[src/rtl/trafficlight_nway_pkg.sv]
// Shared types and constants for the N-approach intersection controller.
//   phase_t : controller state encoding, also exported on the phase output
//   T_*_DEF : default phase durations in clock cycles
//   clog2   : ceiling log2, used for index and counter widths
package trafficlight_pkg;

    typedef enum logic [2:0] {
        ALLRED = 3'd0,
        LEFT   = 3'd1,
        GREEN  = 3'd2,
        YELLOW = 3'd3,
        EMERG  = 3'd4
    } phase_t;

    localparam int unsigned N_APPR_DEF   = 4;
    localparam int unsigned T_LEFT_DEF   = 3;
    localparam int unsigned T_GREEN_DEF  = 8;
    localparam int unsigned T_YELLOW_DEF = 3;
    localparam int unsigned T_ALLRED_DEF = 2;

    // Smallest r with 2**r >= v.
    function automatic int unsigned clog2(input int unsigned v);
        int unsigned r;
        r = 0;
        for (int unsigned i = 0; i < 32; i++) begin
            if ((64'd1 << i) < 64'(v)) begin
                r = i + 1;
            end
        end
        return r;
    endfunction

endpackage

[src/rtl/trafficlight_nway_if.sv]
// Lamp/supervision bundle between the controller and the lamp drivers.
//   emergency   : pre-emption request (to controller)
//   demand      : per-approach vehicle-present flags (to controller)
//   LeftTurn, Green, Yellow, Red : per-approach lamps (from controller)
//   active      : approach index being served (from controller)
//   phase       : current phase_t encoding (from controller)
//   emer_active : high while pre-empted (from controller)
interface trafficlight_nway_if #(
    parameter int unsigned N_APPR = 4
) ();
    localparam int unsigned AW = trafficlight_pkg::clog2(N_APPR);

    logic              emergency;
    logic [N_APPR-1:0] demand;
    logic [N_APPR-1:0] LeftTurn;
    logic [N_APPR-1:0] Green;
    logic [N_APPR-1:0] Yellow;
    logic [N_APPR-1:0] Red;
    logic [AW-1:0]     active;
    logic [2:0]        phase;
    logic              emer_active;

    // Controller side.
    modport master (
        input  emergency, demand,
        output LeftTurn, Green, Yellow, Red, active, phase, emer_active
    );

    // Lamp driver / supervisor side.
    modport slave (
        output emergency, demand,
        input  LeftTurn, Green, Yellow, Red, active, phase, emer_active
    );

endinterface

[src/rtl/trafficlight_nway_phase_timer.sv]
// Loadable down-counter timing one phase.
//   clk, rst : clock, async active-high reset (counter resets to RST_VALUE)
//   load     : reload the counter with value
//   value    : cycles-minus-one for the phase being entered
//   done     : registered flag, high while the counter reads 0
module phase_timer #(
    parameter int unsigned TW        = 4,
    parameter int unsigned RST_VALUE = 0
) (
    input  logic          clk,
    input  logic          rst,
    input  logic          load,
    input  logic [TW-1:0] value,
    output logic          done
);

    logic [TW-1:0] r_cnt;
    logic          r_done;

    // Count down to zero and stop; done tracks the value the counter holds.
    always_ff @(posedge clk or posedge rst) begin
        if (rst) begin
            r_cnt  <= TW'(RST_VALUE);
            r_done <= (RST_VALUE == 0);
        end else if (load) begin
            r_cnt  <= value;
            r_done <= (value == '0);
        end else if (r_cnt != '0) begin
            r_cnt  <= r_cnt - TW'(1);
            r_done <= (r_cnt == TW'(1));
        end
    end

    assign done = r_done;

endmodule

[src/rtl/trafficlight_nway.sv]
// N-approach round-robin intersection controller with emergency pre-emption.
//   clk, rst : clock, async active-high reset
//   bus      : trafficlight_nway_if.master -- demand/emergency in, lamps,
//              active approach, phase and emer_active out (all registered)
module trafficlight_nway
    import trafficlight_pkg::*;
#(
    parameter int unsigned N_APPR   = N_APPR_DEF,
    parameter int unsigned T_LEFT   = T_LEFT_DEF,
    parameter int unsigned T_GREEN  = T_GREEN_DEF,
    parameter int unsigned T_YELLOW = T_YELLOW_DEF,
    parameter int unsigned T_ALLRED = T_ALLRED_DEF
) (
    input  logic                 clk,
    input  logic                 rst,
    trafficlight_nway_if.master  bus
);

    localparam int unsigned AW      = clog2(N_APPR);
    localparam int unsigned TMAX_LG = (T_LEFT > T_GREEN) ? T_LEFT : T_GREEN;
    localparam int unsigned TMAX_YA = (T_YELLOW > T_ALLRED) ? T_YELLOW : T_ALLRED;
    localparam int unsigned TMAX    = (TMAX_LG > TMAX_YA) ? TMAX_LG : TMAX_YA;
    localparam int unsigned TW      = clog2(TMAX + 1);
    localparam bit          HAS_LEFT  = (T_LEFT > 0);
    localparam int unsigned LD_LEFT   = HAS_LEFT ? T_LEFT - 1 : 0;
    localparam int unsigned LD_GREEN  = T_GREEN - 1;
    localparam int unsigned LD_YELLOW = T_YELLOW - 1;
    localparam int unsigned LD_ALLRED = T_ALLRED - 1;

    phase_t            r_state;
    phase_t            w_state_nxt;
    logic [AW-1:0]     r_active;
    logic [AW-1:0]     w_active_nxt;
    logic [AW-1:0]     w_sel;
    logic [AW-1:0]     w_idx;
    logic              w_found;
    logic              r_emer_pend;
    logic              w_pend_nxt;
    logic              w_load;
    logic [TW-1:0]     w_value;
    logic              w_done;
    logic [N_APPR-1:0] r_left, r_green, r_yellow, r_red;
    logic [N_APPR-1:0] w_left, w_green, w_yellow, w_red;
    logic              r_emer;

    phase_timer #(
        .TW        (TW),
        .RST_VALUE (LD_ALLRED)
    ) u_timer (
        .clk   (clk),
        .rst   (rst),
        .load  (w_load),
        .value (w_value),
        .done  (w_done)
    );

    // Round-robin: first requester after active, wrapping back to active
    // itself last; with no requester at all, simply step to active+1.
    always_comb begin
        w_sel   = (r_active == AW'(N_APPR - 1)) ? '0 : r_active + AW'(1);
        w_found = 1'b0;
        w_idx   = '0;
        for (int unsigned k = 1; k <= N_APPR; k++) begin
            w_idx = AW'((32'(r_active) + k) % N_APPR);
            if (!w_found && bus.demand[w_idx]) begin
                w_sel   = w_idx;
                w_found = 1'b1;
            end
        end
    end

    // Next state. Emergency is checked ahead of timer expiry everywhere;
    // a request seen during LEFT/GREEN/YELLOW is remembered so the yellow
    // phase can finish before entering EMERG.
    always_comb begin
        w_state_nxt  = r_state;
        w_active_nxt = r_active;
        w_pend_nxt   = r_emer_pend;
        w_load       = 1'b0;
        w_value      = '0;
        case (r_state)
            ALLRED: begin
                if (bus.emergency) begin
                    w_state_nxt = EMERG;
                    w_load      = 1'b1;
                end else if (w_done) begin
                    w_active_nxt = w_sel;
                    w_load       = 1'b1;
                    if (HAS_LEFT) begin
                        w_state_nxt = LEFT;
                        w_value     = TW'(LD_LEFT);
                    end else begin
                        w_state_nxt = GREEN;
                        w_value     = TW'(LD_GREEN);
                    end
                end
            end
            LEFT, GREEN: begin
                if (bus.emergency) begin
                    w_state_nxt = YELLOW;
                    w_pend_nxt  = 1'b1;
                    w_load      = 1'b1;
                    w_value     = TW'(LD_YELLOW);
                end else if (w_done) begin
                    w_state_nxt = (r_state == LEFT) ? GREEN : YELLOW;
                    w_load      = 1'b1;
                    w_value     = (r_state == LEFT) ? TW'(LD_GREEN) : TW'(LD_YELLOW);
                end
            end
            YELLOW: begin
                if (bus.emergency) begin
                    w_pend_nxt = 1'b1;
                end
                if (w_done) begin
                    w_load = 1'b1;
                    if (bus.emergency || r_emer_pend) begin
                        w_state_nxt = EMERG;
                        w_pend_nxt  = 1'b0;
                    end else begin
                        w_state_nxt = ALLRED;
                        w_value     = TW'(LD_ALLRED);
                    end
                end
            end
            EMERG: begin
                w_pend_nxt = 1'b0;
                if (!bus.emergency) begin
                    w_state_nxt = ALLRED;
                    w_load      = 1'b1;
                    w_value     = TW'(LD_ALLRED);
                end
            end
            default: begin
                w_state_nxt = ALLRED;
                w_pend_nxt  = 1'b0;
                w_load      = 1'b1;
                w_value     = TW'(LD_ALLRED);
            end
        endcase
    end

    // Lamp decode of the next state; the left arrow keeps its red lamp lit.
    always_comb begin
        w_left   = '0;
        w_green  = '0;
        w_yellow = '0;
        w_red    = '1;
        case (w_state_nxt)
            LEFT:   w_left[w_active_nxt] = 1'b1;
            GREEN: begin
                w_green[w_active_nxt] = 1'b1;
                w_red[w_active_nxt]   = 1'b0;
            end
            YELLOW: begin
                w_yellow[w_active_nxt] = 1'b1;
                w_red[w_active_nxt]    = 1'b0;
            end
            default: ;
        endcase
    end

    // State register and registered outputs.
    always_ff @(posedge clk or posedge rst) begin
        if (rst) begin
            r_state     <= ALLRED;
            r_active    <= AW'(N_APPR - 1);
            r_emer_pend <= 1'b0;
            r_left      <= '0;
            r_green     <= '0;
            r_yellow    <= '0;
            r_red       <= '1;
            r_emer      <= 1'b0;
        end else begin
            r_state     <= w_state_nxt;
            r_active    <= w_active_nxt;
            r_emer_pend <= w_pend_nxt;
            r_left      <= w_left;
            r_green     <= w_green;
            r_yellow    <= w_yellow;
            r_red       <= w_red;
            r_emer      <= (w_state_nxt == EMERG);
        end
    end

    assign bus.LeftTurn    = r_left;
    assign bus.Green       = r_green;
    assign bus.Yellow      = r_yellow;
    assign bus.Red         = r_red;
    assign bus.active      = r_active;
    assign bus.phase       = r_state;
    assign bus.emer_active = r_emer;

endmodule
[src/flat_wrapper.sv]
// flat-port wrapper written by rule: the top's interface ports become plain ports
module trafficlight_nway_flat import trafficlight_pkg::*;
#(
    parameter int unsigned N_APPR   = N_APPR_DEF,
    parameter int unsigned T_LEFT   = T_LEFT_DEF,
    parameter int unsigned T_GREEN  = T_GREEN_DEF,
    parameter int unsigned T_YELLOW = T_YELLOW_DEF,
    parameter int unsigned T_ALLRED = T_ALLRED_DEF
)
  (clk, rst, bus_emergency, bus_demand, bus_LeftTurn, bus_Green, bus_Yellow, bus_Red, bus_active, bus_phase, bus_emer_active);
  trafficlight_nway_if #(.N_APPR(N_APPR)) bus_i ();
  input  logic clk;
  input  logic rst;
  input wire logic [$bits(bus_i.emergency)-1:0] bus_emergency;
  input wire logic [$bits(bus_i.demand)-1:0] bus_demand;
  output wire logic [$bits(bus_i.LeftTurn)-1:0] bus_LeftTurn;
  output wire logic [$bits(bus_i.Green)-1:0] bus_Green;
  output wire logic [$bits(bus_i.Yellow)-1:0] bus_Yellow;
  output wire logic [$bits(bus_i.Red)-1:0] bus_Red;
  output wire logic [$bits(bus_i.active)-1:0] bus_active;
  output wire logic [$bits(bus_i.phase)-1:0] bus_phase;
  output wire logic [$bits(bus_i.emer_active)-1:0] bus_emer_active;
  assign bus_i.emergency = bus_emergency;
  assign bus_i.demand = bus_demand;
  assign bus_LeftTurn = bus_i.LeftTurn;
  assign bus_Green = bus_i.Green;
  assign bus_Yellow = bus_i.Yellow;
  assign bus_Red = bus_i.Red;
  assign bus_active = bus_i.active;
  assign bus_phase = bus_i.phase;
  assign bus_emer_active = bus_i.emer_active;
  trafficlight_nway #(.N_APPR(N_APPR), .T_LEFT(T_LEFT), .T_GREEN(T_GREEN), .T_YELLOW(T_YELLOW), .T_ALLRED(T_ALLRED)) u_core (.clk(clk), .rst(rst), .bus(bus_i));
endmodule
[config.mk]
export PLATFORM = sky130hd
export DESIGN_NAME = trafficlight_nway_flat
export DESIGN_NICKNAME = d
export VERILOG_FILES = /design/src/rtl/trafficlight_nway_pkg.sv /design/src/rtl/trafficlight_nway_if.sv /design/src/rtl/trafficlight_nway_phase_timer.sv /design/src/rtl/trafficlight_nway.sv /design/src/flat_wrapper.sv
export SDC_FILE = /design/constraint.sdc
export NUM_CORES = 1
export LEC_CHECK = 0
export ABC_AREA = 1
export ABC_CLOCK_PERIOD_IN_PS = 1600
export BUFFER_PORTS_ARGS = -buffer_cell sky130_fd_sc_hd__buf_2
export CAP_MARGIN = 20
export CELL_PAD_IN_SITES_DETAIL_PLACEMENT = 0
export CELL_PAD_IN_SITES_GLOBAL_PLACEMENT = 1
export CORE_MARGIN = 8
export CORE_UTILIZATION = 37
export DETAILED_ROUTE_END_ITERATION = 8
export GPL_TIMING_DRIVEN = 0
export PLACE_DENSITY = 0.83
export SYNTH_ARGS = -nofsm -noshare
export SYNTH_HDL_FRONTEND = slang
export SYNTH_HIERARCHICAL = 1
export SYNTH_SLANG_ARGS = --single-unit
[constraint.sdc]
create_clock -name clk -period 1.6 [get_ports clk]
set_input_delay 0.08 -clock clk [delete_from_list [all_inputs] [get_ports clk]]
set_output_delay 0.08 -clock clk [all_outputs]
set_load 0.01 [all_outputs]
==> flow_metrics.py, run 1 <==
metrics = {
    "detailed_routing": {
        "num_vias": 1341,
        "drtIter0Drc": 55,
        "ant_nets": 0,
        "dr.pass1.iters": 4,
        "route.detailed.drc": 0,
        "routed_wl_um": 3428,
        "avgViaCountPerCell": 4.672,
        "wl_per_cell_um": 11.94,
    },
    "clock_network": {
        "clkSinkCount": 28,
        "path_clk_slew_ns": 0.09,
        "insertion_delay_ns": 0.27,
        "cts_htree_levels": 1,
        "cts_buffers": 3,
        "cts_tree": "built",
        "cts_max_path_buffers": 2,
        "cts_root_buffer": "clkbuf_8",
    },
    "min_path": {
        "hold_start": "bus_emergency",
        "hold_path_depth": 3,
        "min_to": "u_core/r_emer_pend",
        "min_path_type": "primary input to register",
    },
    "floorplan": {
        "die_h_um": 82.33,
        "start_util_pct": 37.91,
        "boundaryPins": 29,
        "dieArea_mm2": 0.006778,
        "core_area_mm2": 0.004294,
        "rows": 24,
        "die_w_um": 82.33,
    },
    "power_and_ir_drop": {
        "powerDensity_mw_per_mm2": 2196,
        "ir_worst_vdd_uv": 1058,
        "p_leak_nw": 1.062,
    },
    "setup_path": {
        "cp-end-kind": "register",
        "crit_type": "register to register",
        "worst_setup_path_start_kind": "register",
        "arrival_ns": 1.93,
        "crit_required_ns": 1.77,
        "reg2reg_depth": 14,
        "reg2reg_from": "u_core/bus.active[0]",
        "r2r-end": "u_core/bus.Green[2]",
        "rrSetupSlack_ns": -0.16,
        "crit_fanout": 10,
    },
    "logic_synthesis": {
        "synth_ff_type": "dfrtp_1",
        "syn_inst": 195,
        "yosys_register_bits": 28,
        "syn_avg_cell_area_um2": 8.348,
        "yosys_warnings": 6,
        "syn_area_mm2": 0.001628,
        "ys_async_sr_fraction_pct": 100.0,
        "ys_types": 30,
        "ys_seq_area_share_pct": 43.58,
        "synth_edf_count": 0,
    },
    "run_status": {
        "violations": "setup timing",
        "status": "finished with violations",
    },
    "final_layout": {
        "antennaDiodeCount": 0,
        "design_area_mm2": 0.002039,
        "syn_to_final_growth_pct": 25.29,
        "nNetsFinal": 247,
        "fill_cells": 429,
        "drive_gt1_share_pct": 42.55,
    },
    "sta": {
        "rsz0062_at_grt": "true",
        "fin_crit_ns": 1.762,
        "hold_viol": 0,
        "fmax_ghz": 0.5676,
        "slew_violations": 0,
        "timing.final.ws_setup_ns": -0.1619,
        "relSlewSlack_pct": 42.21,
        "fin_crit_sh_pct": 110.1,
        "fin_skew_ns": 0.002747,
        "holdWs_ns": 0.1004,
        "worstMarginPinSlew_ns": 0.8658,
        "setup_viol": 16,
    },
    "placement": {
        "place_ws_ns": -0.2279,
        "placed_area_mm2": 0.001854,
        "routabilityCongestion": 0.7751,
        "port-buffer-count": 28,
        "dp_hpwl_um": 2568,
    },
    "grt": {
        "grt_pass1_vias": 1391,
        "grt_max_degree": 24,
        "grt_first_pass_wirelength_um": 5858,
        "antenna_found_initial": 0,
        "grt_usage_pct": 10.79,
        "grt_remaining_overflow": 0,
    },
    "run": {
        "drv_cap": 0,
    },
}
synthesized netlist by cell type (4+ instances only):
master / n / share of area [%]
dfstp_2: 7 / 11
nand3_2: 5 / 3.1
nand3_1: 17 / 5.2
nor3_1: 4 / 1.2
nand2_1: 33 / 7.6
inv_2: 5 / 1.2
ha_1: 4 / 3.1
dfrtp_1: 21 / 32
inv_1: 28 / 6.5
a21oi_1: 4 / 1.2
nand2_2: 13 / 5.0
o21ai_0: 5 / 1.5
nand2_4: 4 / 2.8
nor2_1: 21 / 4.8
logic make-up after synthesis:
family	count (synthesis)	share of synthesized area (%)
XOR/XNOR	1	0.5381
flip-flops	28	43.58
other	1	0.2304
adder cells (fa/ha/maj)	4	3.075
AO/OA/AOI/OAI	15	5.611
AND/OR/NAND/NOR	108	36.89
buffers and inverters	38	10.07
critical path, stage by stage (launching register included):
cell,delay (ns)
dfstp_2,0.57
buf_6,0.14
inv_6,0.05
nand2_2,0.05
nand2_1,0.04
nand2_1,0.05
nand2_1,0.07
nand2_2,0.10
inv_2,0.04
nand2_2,0.07
nand4_1,0.13
nand2_4,0.17
inv_2,0.06
nand2_2,0.07
nor2_1,0.04
what timing repair did:
action / in CTS / in global routing
pin swaps: 2 / 1
setup buffers: 3 / 2
hold endpoints to repair: 5 / 0
cloned: 1 / 0
resized for setup: 3 / 16
hold buffers: 1 / 0
endpoints found under the setup margin: 18 / 23
layout by cell type (no fill, tap or decap), types with 2 or more instances in the layout:
master	instances
o41ai_1	2
dfrtp_2	2
dfstp_2	7
buf_4	6
o21ai_0	3
nand3_4	2
conb_1	2
nand3_1	14
o21ai_1	3
buf_6	2
inv_1	27
nor2_4	4
dfrtp_1	19
nand4_1	2
nor2_1	18
nand2_2	15
nand3_2	7
nor3_1	3
nand2_1	31
nor2_2	5
nand2_4	5
buf_2	28
clkbuf_8	3
a21oi_1	4
inv_2	5
ha_1	3
worst max path at each step:
stage	startpoint	to	slack [ns]	cells after the start
3_3_place_gp	u_core/bus.active[1]	u_core/bus.Yellow[1]	-0.22	12
3_5_place_dp	u_core/bus.active[1]	u_core/bus.Green[2]	-0.23	13
4_1_cts	u_core/bus.active[0]	u_core/bus.LeftTurn[0]	-0.16	10
2_1_floorplan	u_core/bus.active[1]	u_core/bus.Yellow[2]	-0.11	13
5_1_grt	u_core/bus.active[0]	u_core/bus.Yellow[1]	-0.28	13
6_report	u_core/bus.active[0]	u_core/bus.Green[2]	-0.16	14
routing by layer:
metal / share of wire [%] / track usage (%) / vias to the layer above / wire length [µm]
met5: 0 / 0 / - / 0
met4: 0.58 / 2.281 / 0 / 20
met3: 4.4 / 2.814 / 2 / 151
met2: 53 / 19.42 / 20 / 1812
met1: 42 / 12.48 / 630 / 1444
li1: - / - / 689 / -
stage by stage:
| stage | power, mW | std cells | TNS, ns | utilization, % |
|---|---|---|---|---|
| detailed placement | 3.704 | 276 | -3.126 | 43.18 |
| CTS | 4.367 | 285 | -2.130 | 46.15 |
| global placement | 3.663 | 276 | -2.808 | 43.18 |
| floorplan | 3.119 | 196 | -1.180 | - |
| global route | 4.926 | 287 | -3.915 | 47.49 |
| finish | 4.479 | 287 | -2.003 | 47.49 |
registers in the layout, indices dropped and copies added, names as in the netlist:
register                cells
u_core/bus.phase            3
u_core/bus.Green            4
u_core/bus.emer_active      1
u_core/bus.LeftTurn         4
u_core/bus.active           2
u_core/bus.Yellow           4
u_core/u_timer/done         1
u_core/u_timer/r_cnt        4
u_core/bus.Red              4
u_core/r_emer_pend          1
power by group:
group | internal, mW | leakage (nW) | switching [mW] | total [mW]
sequential | 1.02 | 0.347 | 0.186 | 1.21
clock | 0.335 | 0.0357 | 0.210 | 0.545
combinational | 1.02 | 0.679 | 1.71 | 2.73
total | 2.38 | 1.06 | 2.10 | 4.48
final cells by class:
class	instances	area [µm²]	share of cell area, %
buffer	3	30.03	1.472
clock buffer	3	41.29	2.025
clock inverter	1	30.03	1.472
inverter	35	138.9	6.810
multi-input combinational	131	834.6	40.92
sequential	28	711.9	34.91
tap	52	65.06	3.190
timing repair buffer	34	187.7	9.202
Power figures use the tool's default switching activity.
==> inputs of run 2 (changes only) <==
GPL_TIMING_DRIVEN = not set   (was 0)
==> run 2 against run 1 <==
  * The flow still finishes with violations (setup timing)
  * Clock skew rose by 0.0012 ns
  * Count of clock-buffer cells in the layout unchanged
  * Maximum frequency is 3.7% lower
  * Non-clock buffer count is 16 higher
  * Critical path depth shrank 4
  * First-iteration DRC count is 31% lower
  * Final cell count rose by 5.6%
  * Sequential power hardly changed
  * Core utilization up 4.8 points
  * Total power increased by 12%
  * Clock power up 2%
  * Critical endpoint is now u_core/bus.Green[0]
  * Largest power group unchanged
==> flow_metrics.py, run 2 (same netlist as run 1, synthesis figures left out) <==
metrics = {
    "run_status": {
        "status": "finished with violations",
        "violations": "setup timing",
    },
    "setup_path": {
        "worstPathCellList": "ha_4 -> inv_2 -> nand3_2 -> nand2_4 -> nand2_4 -> inv_2 -> nand2_2 -> nand4_1 -> nand2_2 -> nor3_2",
        "reg2reg_depth": 10,
        "crit_start": "u_core/bus.active[0]",
        "crit_required_ns": 1.79,
        "crit_type": "register to register",
        "reg2reg_from": "u_core/bus.active[0]",
        "max_stage_delay_ns": 0.59,
        "crit_buf_inv": 2,
        "crit_fanout": 5,
        "critical-path-top-delay-family": "simple AND/OR/NAND/NOR gates",
        "worst_setup_path_start_kind": "register",
        "rrSetupSlack_ns": -0.23,
        "cp-end-kind": "register",
        "arrival_ns": 2.02,
        "r2r-end": "u_core/bus.Green[0]",
        "critical_path.slowest_cell": "dfstp_2",
    },
    "detailed_routing": {
        "wl_per_cell_um": 12.12,
        "route.detailed.drc": 0,
        "routed_wl_um": 3671,
        "num_vias": 1395,
        "avgViaCountPerCell": 4.604,
        "dr.pass1.iters": 5,
        "drtIter0Drc": 38,
        "ant_nets": 0,
    },
    "floorplan": {
        "core_area_mm2": 0.004294,
        "rows": 24,
        "die_h_um": 82.33,
        "dieArea_mm2": 0.006778,
        "boundaryPins": 29,
        "start_util_pct": 37.91,
        "die_w_um": 82.33,
    },
    "final_layout": {
        "fill_cells": 417,
        "layout_commonest_cell": "buf_2",
        "nNetsFinal": 263,
        "fin_util_pct": 52.33,
        "syn_to_final_growth_pct": 38.05,
        "fin_cells": 303,
        "drive_gt1_share_pct": 53.39,
        "final_cell_mix": "buf_2 (28), inv_1 (25), nand2_1 (25), buf_4 (19), dfrtp_1 (19)",
        "antennaDiodeCount": 0,
    },
    "clock_network": {
        "cts_tree": "built",
        "cts_htree_levels": 1,
        "path_clk_slew_ns": 0.09,
        "cts_max_path_buffers": 2,
        "insertion_delay_ns": 0.28,
        "cts_buffers": 3,
        "cts_root_buffer": "clkbuf_8",
        "clkSinkCount": 28,
    },
    "placement": {
        "place_inst": 291,
        "routabilityCongestion": 0.8269,
        "dp_hpwl_um": 2666,
        "port-buffer-count": 28,
    },
    "sta": {
        "holdWs_ns": 0.09382,
        "fmax_ghz": 0.5468,
        "fin_crit_ns": 1.829,
        "fin_skew_ns": 0.003976,
        "slew_violations": 0,
        "timing.final.ws_setup_ns": -0.2289,
        "rsz0062_at_grt": "true",
        "fin_crit_sh_pct": 114.3,
        "setup_viol": 18,
        "hold_viol": 0,
    },
    "min_path": {
        "hold_path_depth": 3,
        "min_to": "u_core/r_emer_pend",
        "min_path_type": "primary input to register",
        "hold_start": "bus_emergency",
    },
    "grt": {
        "grt_first_pass_wirelength_um": 6127,
        "grt_usage_pct": 11.24,
        "grt_max_degree": 24,
        "grt_remaining_overflow": 0,
        "grt_pass1_vias": 1408,
        "antenna_found_initial": 0,
    },
    "power_and_ir_drop": {
        "total_power_mw": 5.039,
        "powerDensity_mw_per_mm2": 2242,
        "ir_worst_vdd_uv": 1505,
        "p_leak_nw": 1.159,
    },
    "run": {
        "drv_cap": 0,
    },
}
-- run 2: changes by cell type in the layout (fill, tap and decap cells not counted), sizes merged --
cell	previous run	this run
buf	36	52
-- run 2: layout make-up --
class	instances	area (µm²)	share of cell area, %
Multi-Input combinational cell	131	902.1	40.14
Sequential cell	28	711.9	31.68
Timing Repair Buffer	53	357.8	15.92
Inverter	35	138.9	6.180
Tap cell	52	65.06	2.895
Clock buffer	3	41.29	1.837
Clock inverter	1	30.03	1.336
-- run 2: worst max path at each step --
stage | end | depth (start not counted)
2_1_floorplan | u_core/bus.Yellow[2] | 13
3_3_place_gp | u_core/bus.Green[1] | 11
3_5_place_dp | u_core/bus.Green[1] | 12
4_1_cts | u_core/bus.LeftTurn[0] | 10
5_1_grt | u_core/bus.Green[0] | 10
6_report | u_core/bus.Green[0] | 10
-- run 2: power by group --
group          switching, mW  internal (mW)
Combinational           1.89           1.37
Clock                  0.219          0.335
Sequential             0.197           1.02
-- run 2: worst reg2reg max path, cell delays in order, from the launching register on --
cell and delay [ns]:
dfstp_2 0.59, ha_4 0.23, inv_2 0.07, nand3_2 0.08, nand2_4 0.10, nand2_4 0.07, inv_2 0.06, nand2_2 0.05
nand4_1 0.16, nand2_2 0.14, nor3_2 0.20
-- run 2: layer usage --
metal | GRT usage, % | part of all wire [%]
met1 | 13.92 | 44
met4 | 2.632 | 0.52
met3 | 3.030 | 3.9
met5 | 0 | 0
met2 | 18.95 | 52
-- run 2: stage by stage --
stage                     TNS (ns)  area, µm²  setup WS, ns
final                       -3.382       2247       -0.2289
after global routing        -5.577       2247       -0.3303
after CTS                   -2.308       2073       -0.1774
after detailed placement    -1.870       1974       -0.1586
after global placement      -1.445       1974       -0.1301
after floorplan             -1.180       1649       -0.1064
-- run 2: repair_timing --
action	CTS	global route
setup buffers	2	4
hold buffers	1	0
endpoints found under the setup margin	16	22
hold endpoints to repair	22	0
gates resized for setup	1	42
cloned	0	1
pin swaps	0	13
==> inputs of run 3 (changes only) <==
PLACE_DENSITY = not set   (was 0.83)
PLACE_DENSITY_LB_ADDON = 0.3   (was not set)
==> run 3 against run 2 <==
  * The run still ends with setup timing left
  * Sequential share of layout area grew 0.14 points
  * Clock skew shrank 0.0024 ns
  * Critical path depth grew 1
  * Final area shrank 0.28%
  * Final cell count is the same
  * Clock power is essentially flat
  * Via count grew 1.9%
  * Non-clock buffer count shrank 2
  * Count of clock-buffer cells in the layout is the same
  * Wire length grew 8.8%
  * Combinational power shrank 1%
  * Core utilization shrank 0.15 points
  * Critical endpoint is now u_core/bus.LeftTurn[3]
==> flow_metrics.py, run 3 (same netlist as run 1, synthesis figures left out) <==
metrics = {
    "final_layout": {
        "final_cell_mix": "nand2_1 (31), buf_2 (28), inv_1 (26), buf_4 (19), dfrtp_1 (18)",
        "fill_cells": 412,
        "multi_input_area_um2": 917.1,
        "design_area_mm2": 0.002241,
        "antennaDiodeCount": 0,
        "syn_to_final_growth_pct": 37.66,
        "drive_gt1_share_pct": 49.80,
        "seqCellArea_um2": 713.2,
        "layout_commonest_cell": "nand2_1",
        "nNetsFinal": 263,
    },
    "grt": {
        "grt_pass1_vias": 1445,
        "antenna_found_initial": 0,
        "grt_usage_pct": 11.90,
        "grt_remaining_overflow": 0,
        "grt_first_pass_wirelength_um": 6444,
        "grt_max_degree": 24,
    },
    "detailed_routing": {
        "dr.pass1.iters": 4,
        "ant_nets": 0,
        "avgViaCountPerCell": 4.690,
        "drtIter0Drc": 51,
        "num_vias": 1421,
        "wl_per_cell_um": 13.18,
        "routed_wl_um": 3995,
        "route.detailed.drc": 0,
    },
    "clock_network": {
        "cts_tree": "built",
        "cts_htree_levels": 1,
        "cts_buffers": 3,
        "insertion_delay_ns": 0.27,
        "cts_max_path_buffers": 2,
        "path_clk_slew_ns": 0.09,
        "clkSinkCount": 28,
        "cts_root_buffer": "clkbuf_8",
    },
    "floorplan": {
        "die_h_um": 82.33,
        "dieArea_mm2": 0.006778,
        "core_area_mm2": 0.004294,
        "boundaryPins": 29,
        "die_w_um": 82.33,
        "start_util_pct": 37.91,
        "rows": 24,
    },
    "setup_path": {
        "arrival_ns": 2.02,
        "crit_required_ns": 1.76,
        "crit_start": "u_core/bus.active[0]",
        "worstPathCellList": "ha_4 -> inv_2 -> nand3_2 -> nand2_4 -> nand2_4 -> inv_2 -> nand3_1 -> nand3_4 -> nand2_8 -> nand2_2 -> nor2_1",
        "r2r-end": "u_core/bus.LeftTurn[3]",
        "critical-path-top-delay-family": "simple AND/OR/NAND/NOR gates",
        "critical_path.slowest_cell": "dfstp_2",
        "max_stage_delay_ns": 0.61,
        "crit_fanout": 5,
        "crit_buf_inv": 2,
        "rrSetupSlack_ns": -0.26,
        "cp-end-kind": "register",
        "worst_setup_path_start_kind": "register",
        "reg2reg_depth": 11,
        "reg2reg_from": "u_core/bus.active[0]",
        "crit_type": "register to register",
        "cp.depth": 11,
        "endpoint": "u_core/bus.LeftTurn[3]",
    },
    "placement": {
        "dp_hpwl_um": 2707,
        "port-buffer-count": 28,
        "placed_area_mm2": 0.001959,
        "routabilityCongestion": 0.8008,
    },
    "run_status": {
        "violations": "setup timing",
        "status": "finished with violations",
    },
    "power_and_ir_drop": {
        "ir_worst_vdd_uv": 982.5,
        "p_leak_nw": 1.157,
        "powerDensity_mw_per_mm2": 2244,
        "total_power_mw": 5.029,
    },
    "sta": {
        "fin_crit_ns": 1.856,
        "fin_crit_sh_pct": 116.0,
        "timing.final.ws_setup_ns": -0.2556,
        "setup_viol": 18,
        "hold_viol": 0,
        "rsz0062_at_grt": "true",
        "slew_violations": 0,
        "holdWs_ns": 0.1097,
        "fmax_ghz": 0.5389,
        "setup-tns-final_ns": -4.005,
        "fin_skew_ns": 0.001582,
    },
    "min_path": {
        "min_path_type": "primary input to register",
    },
    "run": {
        "drv_cap": 0,
    },
}
-- run 3: power by group --
group | internal (mW) | total (mW) | switching [mW]
sequential | 1.03 | 1.24 | 0.219
combinational | 1.32 | 3.23 | 1.91
clock | 0.335 | 0.551 | 0.216
total | 2.68 | 5.03 | 2.35
-- run 3: worst min-delay path by stage --
stage / from / endpoint / slack (ns) / depth (start not counted)
global placement: rst / u_core/u_timer/r_cnt[3] / -0.005 / 2
finish: bus_emergency / u_core/r_emer_pend / 0.11 / 3
floorplan: rst / u_core/u_timer/done / -0.14 / 1
detailed placement: rst / u_core/u_timer/r_cnt[2] / -0.006 / 2
CTS: bus_emergency / u_core/r_emer_pend / 0.1 / 3
global route: bus_emergency / u_core/r_emer_pend / 0.12 / 3
-- run 3: through the flow --
step / utilization, % / cells / worst slack, ns
after global routing: 52.19 / 303 / -0.3535
after global placement: 45.63 / 289 / -0.1531
after detailed placement: 45.63 / 289 / -0.1615
after CTS: 47.99 / 295 / -0.1899
after floorplan: - / 196 / -0.1064
final: 52.19 / 303 / -0.2556
-- run 3: worst reg2reg max path: cells and delay by family, from the launching register on --
family / cells / cell delay, ns
simple gates: 8 / 0.78
buf+inv: 2 / 0.12
flops: 1 / 0.61
fa+ha+maj: 1 / 0.24
-- run 3: cell type report --
| type | instances | area share [%] |
|---|---|---|
| multi-input combinational | 133 | 40.93 |
| sequential | 28 | 31.83 |
| timing repair buffer | 51 | 14.96 |
| inverter | 35 | 6.198 |
| tap | 52 | 2.903 |
| clock buffer | 3 | 1.843 |
| clock inverter | 1 | 1.340 |
-- run 3: routing by layer --
metal	global-route usage [%]	share of wire, %
met1	15.49	46
met2	18.95	47
met3	3.463	5.0
met4	2.807	2.2
met5	0	0
-- run 3: what timing repair did --
action | CTS | global route
cloned | 0 | 3
hold endpoints to repair | 22 | 0
pin swaps | 0 | 21
hold buffers | 1 | 0
gates resized for setup | 3 | 34
endpoints found under the setup margin | 22 | 23
setup buffers | 1 | 5
